===== config.mk =====
export PLATFORM = sky130hd
export DESIGN_NAME = period_meter
export DESIGN_NICKNAME = d
export VERILOG_FILES = /design/src/rtl/period_meter.sv
export SDC_FILE = /design/constraint.sdc
export NUM_CORES = 1
export LEC_CHECK = 0
export ABC_CLOCK_PERIOD_IN_PS = 2700
export CORE_MARGIN = 10
export CORE_UTILIZATION = 45
export DETAILED_ROUTE_END_ITERATION = 8
export PLACE_DENSITY = 0.67
export SETUP_SLACK_MARGIN = 0.5
export SYNTH_ARGS = -nofsm -noshare
export SYNTH_HDL_FRONTEND = slang
export SYNTH_SLANG_ARGS = --single-unit

===== constraint.sdc =====
create_clock -name clk -period 2.7 [get_ports clk]
set_clock_uncertainty 0.15 [all_clocks]
set_input_delay 0.54 -clock clk [delete_from_list [all_inputs] [get_ports clk]]
set_output_delay 0.54 -clock clk [all_outputs]
set_load 0.01 [all_outputs]

===== src/rtl/period_meter.sv =====
// rtl/period_meter.sv - period and high-time meter for a slow square-wave input
//
// Purpose:
//   Measures the period and high time of sig_in in clk cycles. sig_in is
//   synchronized by a three-flop chain. Rising and falling edges are detected
//   on the synchronized signal. A no-signal timeout fires when no rising edge
//   has been seen for TIMEOUT cycles.
//
// Parameters:
//   WIDTH        width of period, high_time and the internal counter
//   TIMEOUT      cycles without a rising edge before no_signal is raised
//                (2 <= TIMEOUT <= 2^WIDTH-1)
//
// Ports:
//   clk          system clock, all logic on posedge
//   rst          synchronous active-high reset
//   sig_in       asynchronous square-wave or button input
//   period       clk cycles between the last two synchronized rising edges
//   high_time    clk cycles from a rising edge to the following falling edge
//   period_valid one-cycle pulse when period/high_time update
//   no_signal    high while no valid measurement is current

module period_meter #(
    parameter int WIDTH   = 16,
    parameter int TIMEOUT = 50000
) (
    input  logic             clk,
    input  logic             rst,
    input  logic             sig_in,
    output logic [WIDTH-1:0] period,
    output logic [WIDTH-1:0] high_time,
    output logic             period_valid,
    output logic             no_signal
);

    typedef enum logic {
        IDLE    = 1'b0,
        MEASURE = 1'b1
    } state_t;

    localparam logic [WIDTH-1:0] TIMEOUT_C = WIDTH'(TIMEOUT);
    localparam logic [WIDTH-1:0] ONE_C     = WIDTH'(1);

    state_t           state_q, state_d;
    logic             s1_q, s2_q, s3_q;
    logic [WIDTH-1:0] counter_q, counter_d;
    logic [WIDTH-1:0] hi_latch_q, hi_latch_d;
    logic [WIDTH-1:0] period_q, period_d;
    logic [WIDTH-1:0] high_time_q, high_time_d;
    logic             period_valid_q, period_valid_d;
    logic             no_signal_q, no_signal_d;

    logic rise;
    logic fall;
    logic timeout_hit;

    // s1 is the metastability catcher; edges are taken between s2 and s3 so
    // both edge strobes come from settled flops and cannot coincide.
    assign rise        = s2_q & ~s3_q;
    assign fall        = ~s2_q & s3_q;
    assign timeout_hit = (counter_q == TIMEOUT_C);

    // State register and all datapath flops
    always_ff @(posedge clk) begin
        if (rst) begin
            state_q        <= IDLE;
            s1_q           <= 1'b0;
            s2_q           <= 1'b0;
            s3_q           <= 1'b0;
            counter_q      <= '0;
            hi_latch_q     <= '0;
            period_q       <= '0;
            high_time_q    <= '0;
            period_valid_q <= 1'b0;
            no_signal_q    <= 1'b1;
        end else begin
            state_q        <= state_d;
            s1_q           <= sig_in;
            s2_q           <= s1_q;
            s3_q           <= s2_q;
            counter_q      <= counter_d;
            hi_latch_q     <= hi_latch_d;
            period_q       <= period_d;
            high_time_q    <= high_time_d;
            period_valid_q <= period_valid_d;
            no_signal_q    <= no_signal_d;
        end
    end

    // Next-state logic; a rise outranks the timeout in the same cycle
    always_comb begin
        state_d = state_q;
        case (state_q)
            IDLE: begin
                if (rise) begin
                    state_d = MEASURE;
                end
            end
            MEASURE: begin
                if (!rise && timeout_hit) begin
                    state_d = IDLE;
                end
            end
            default: state_d = IDLE;
        endcase
    end

    // Datapath / output logic
    always_comb begin
        counter_d      = counter_q;
        hi_latch_d     = hi_latch_q;
        period_d       = period_q;
        high_time_d    = high_time_q;
        period_valid_d = 1'b0;
        no_signal_d    = no_signal_q;
        case (state_q)
            IDLE: begin
                counter_d = '0;
                if (rise) begin
                    // First rise only starts counting; the stale high time
                    // from an earlier run must not leak into the new one.
                    counter_d  = ONE_C;
                    hi_latch_d = '0;
                end
            end
            MEASURE: begin
                if (rise) begin
                    period_d       = counter_q;
                    high_time_d    = hi_latch_q;
                    period_valid_d = 1'b1;
                    no_signal_d    = 1'b0;
                    counter_d      = ONE_C;
                end else if (timeout_hit) begin
                    // Results hold their last values; only the flag drops.
                    no_signal_d = 1'b1;
                    counter_d   = '0;
                end else begin
                    counter_d = counter_q + ONE_C;
                end
                if (fall) begin
                    hi_latch_d = counter_q;
                end
            end
            default: begin
                counter_d = '0;
            end
        endcase
    end

    assign period       = period_q;
    assign high_time    = high_time_q;
    assign period_valid = period_valid_q;
    assign no_signal    = no_signal_q;

endmodule


Word-level counts from Yosys, hierarchy flattened --
Cells that the tools add are included.
Word-level totals: register bits after elaboration 70, latch bits 0, bits in writable memories 0, bits in read-only memories 0, input bits 3, output and inout bits 34, word-level logic and storage cells 38, memories 0
Operators by class: add/sub/neg operators 1, $mul 0, div/mod/pow operators 0, magnitude comparators 0, equality and inequality tests 3, shifts and indexed selects 0, muxes and demuxes 12, bitwise gates (word level) 5, reduce and logical (&&, ||, !) cells 7
Operators by type and width (count):
- 16-bit 2-to-1 mux | 4
- 16-bit one-hot mux with 2 select lines | 2
- 16-bit by 1-bit adder with 16-bit output, second input constant | 1
- 16-bit == test, second input constant | 1
- 2-bit AND reduction | 3
- 1-bit 2-to-1 mux | 5
- 1-bit NOT | 3
- 1-bit AND | 2
- 2-bit by 1-bit != test with 1-bit output, second input constant | 1
- 2-bit != test, second input constant | 1
- 1-bit one-hot mux with 2 select lines | 1
- 2-bit nonzero test | 1
- 2-bit OR reduction | 1
- 1-bit logical AND | 1
- 1-bit logical NOT | 1

Longest topological paths before layout --
depth in word-level cells 6, depth in mapped cells 8, gate-level depth less buffers 6

Worst setup path before layout --
OpenSTA, ideal clock, no wires.
kind reg-to-reg, from register counter_q[11], to register counter_q[11], setup time 0.115 ns, data arrival time 1.651 ns, path slack 0.785 ns, cell stages (with the launch flop) 8, path buffers 3, period minus slack after synthesis 1.915 ns, cell sequence dfxtp_1 > buf_6 > or4b_4 > o41ai_2 > or3_1 > buf_6 > buf_8 > nor2_1
Between the ends: cells in the longest elaborated chain, start to end 4, elaborated cells between the ends (all ways) 5
RTL lines:
- start, declared | RTL line 46 | logic [WIDTH-1:0] counter_q, counter_d;
- start signal, assigned | RTL line 81 | counter_q <= counter_d;
- 16-bit by 1-bit adder with 16-bit output / 16-bit == test (equally long branches) | RTL line 138, 61
- 16-bit 2-to-1 mux (*) | RTL line 133 | end else if (timeout_hit) begin
- 16-bit 2-to-1 mux (*) | RTL line 127 | if (rise) begin
- 16-bit one-hot mux with 2 select lines (*) | RTL line 116 | case (state_q)
Mark *: on every way between the ends. The rest lies on a longest branch, timed or not. A chain may end at the register's enable or synchronous reset.

Worst setup path in the final report --
from register no_signal_q (netlist: no_signal), to output port no_signal
RTL lines:
- start, declared | RTL line 51 | logic no_signal_q, no_signal_d;
- start signal, assigned | RTL line 86 | no_signal_q <= no_signal_d;
- end, declared | RTL line 33 | output logic no_signal
No word-level cell between the ends.

==> results.txt <==
Status - completed
Worst path depth - 1
Crit path from - no_signal
Launching point of the worst reg2reg path - counter_q[11]
CTS buffer count - 9
Post-synth EDFFs - 0
Maxcap violations - 0
Max-slew violations - 0
Area after DPL - 3150 sq um
Final hold slack - 294 ps
Post_cts resized - 0
DIE AREA - 9740 sq um
Worst slew pin tran - 708 ps
Pwr dens - 595 nW/um^2
Sum Neg Setup Slack - 0 ps
H-tree Lvls - 3
Row cnt - 28
Highest-delay cell along the critical path - clkdlybuf4s50_1
Crit Path Category - reg2out
Yosys top cell area share - 0.503
RSZ-0062 raised after global routing - no
Global-route wire length before repair - 10.8 mm
Vias - 2,303
Max_slew headroom - 0.528
CTS Root Cell - clkbuf_8
Worst skew pair latency - 340 ps
Async SR Flop Fraction - 0
Area delta synth->final - 20.9%
Final Core Density - 0.566
Top cell types by occurrence after synthesis - nand2_1 (86), dfxtp_1 (70), a21oi_1 (34)
Worst-path clk slew - 70 ps
Hold Path Stages - 1
Mapped Area - 2790 sq um
Finish-stage setup viols - 0
Number of register bits inferred by synthesis - 70
Post-Syn Nets - 343
Die Wd - 98.7 um
Drt wl/cell - 14.0 um
Critical path's top delay family - buffers and inverters
PortBufs - 36
Crit share post-route - 0.719
Nets - 369
Initial Util - 0.468
Worst Path Required - 2010 ps
Worst Path Max Fanout - 2
CP Launch Type - flip-flop
Register area - 1400 sq um
Syn_area_per_cell - 8.24 sq um
Fmax - 515 MHz
DR iter-0 viols - 86
Worst Setup End Kind - output pin
Peak VDD IR - 0.303 mV
Total GRT Usage - 0.134
Multi-input logic area - 1250 sq um
R2R cell count - 4
CP arrival - 1250 ps
Routed wire length - 6.20 mm
CTS tree - built
Overflow after GRT - 0
Netlist cell types - 28
CTS sink cnt - 70
WP buf/inv - 1
Synth warn - 0
Die Ht - 98.7 um
Vias in the first global route - 2,219
Synth area leaders - dfxtp_1 (50%), nand2_1 (12%), a21oi_1 (6.1%)
Post-synthesis cell count - 338
Post-route cell area - 3370 sq um
Ports - 37
Core Area - 5960 sq um
Fill count - 604
Routed vias/inst - 5.19
Largest area contributor in the netlist - dfxtp_1
Setup repair bufs after CTS - 0
Largest net degree at the start of global routing - 35
Routability cong. - 0.813
Hold Path Class - reg2reg
DRT Pass-1 Iters - 4
Tmin final - 1940 ps
Most common cell in the synthesized netlist - nand2_1
Number of antenna violations at the first check in global routing - 0
Fraction of layout cells with a size suffix above 1 - 0.0650
DRC - 0
Register area share after synthesis - 0.503
Synth Flop Type - dfxtp_1
Hold path startpoint - s1_q
Number of diodes - 0
Non-filler instance count after layout - 444
Placed Cells - 428
Crit-path cells - clkdlybuf4s50_1
Routed Antenna Nets - 0
Dpl hpwl - 4.16 mm
Worst path max stage delay - 550 ps
Hold Vio Cnt, Final - 0
Leakage - 1.01 nW
Post-CTS Hold Buffers - 0
Clock Path Buffers - 2
-- worst reg2reg max path, stage by stage (launching register included) --
cell	delay [ps]
dfxtp_1	380
or4b_4	540
o41ai_2	350
or3_4	300
nor2_1	70
-- through the flow --
stage / power [mW] / setup slack [ps]
floorplan: 1.10 / 785
global route: 2.07 / 675
detailed placement: 1.11 / 586
CTS: 2.03 / 577
global placement: 1.11 / 613
finish: 2.01 / 758
-- worst paths after layout --
check / end / slack (ps)
max: no_signal / 760
min: s2_q / 290
max reg2reg: counter_q[4] / 800
min reg2reg: s2_q / 290
-- kinds of logic (layout without fill, tap and decap cells) --
kind of cell	after synthesis	count (layout)	synth area share
compound gates	69	69	0.143
xor+xnor	14	14	0.0440
flops	70	70	0.503
buf+inv	31	62	0.0512
simple gates	152	152	0.250
fa+ha+maj	2	2	0.00898
-- cell type report --
class,instances,area share
Clock buffer,12,0.0431
Clock inverter,4,0.0208
Inverter,5,0.00557
Multi-Input combinational cell,237,0.370
Sequential cell,70,0.416
Tap cell,75,0.0278
Timing Repair Buffer,41,0.117
-- where the power goes --
| part | internal (mW) | switching (mW) | total [mW] | leakage [nW] |
|---|---|---|---|---|
| sequential | 1.04 | 0.00471 | 1.04 | 0.564 |
| combinational | 0.0124 | 0.0336 | 0.0459 | 0.331 |
| clock | 0.543 | 0.375 | 0.918 | 0.110 |
-- layout by cell type, fill, tap and decap left out, types with 2 or more instances in the layout --
| cell | Yosys | layout |
|---|---|---|
| a211oi_1 | 16 | 16 |
| nand4_1 | 3 | 3 |
| nand3_1 | 5 | 5 |
| nor2_1 | 19 | 19 |
| nor3_1 | 4 | 4 |
| bufinv_16 | 0 | 2 |
| nor4_1 | 5 | 5 |
| o21ai_0 | 17 | 17 |
| clkdlybuf4s50_1 | 0 | 35 |
| nand4bb_1 | 2 | 2 |
| nand2_1 | 86 | 86 |
| xnor2_1 | 12 | 12 |
| ha_1 | 2 | 2 |
| xor2_1 | 2 | 2 |
| clkbuf_1 | 23 | 2 |
| dfxtp_1 | 70 | 70 |
| clkbuf_8 | 0 | 10 |
| inv_1 | 5 | 5 |
| clkinv_2 | 0 | 2 |
| buf_4 | 0 | 5 |
| nor2b_1 | 4 | 4 |
| a21oi_1 | 34 | 34 |
| or3_1 | 18 | 17 |
-- registers in the layout, summed over array words and instances (netlist names) --
name and cells:
hi_latch_q 16, period 16, state_q 1, s3_q 1
counter_q 16, s2_q 1, s1_q 1, no_signal 1
high_time 16, period_valid 1
-- metal layers --
layer  part of all wire  up-vias  global-route usage
met4              0.018        0              0.0706
met5                  0        -                   0
met2               0.45       49               0.197
met3              0.079       12              0.0503
met1               0.45     1057               0.168
li1                   -     1185                   -
No activity file was read; power rests on OpenSTA's default activity.
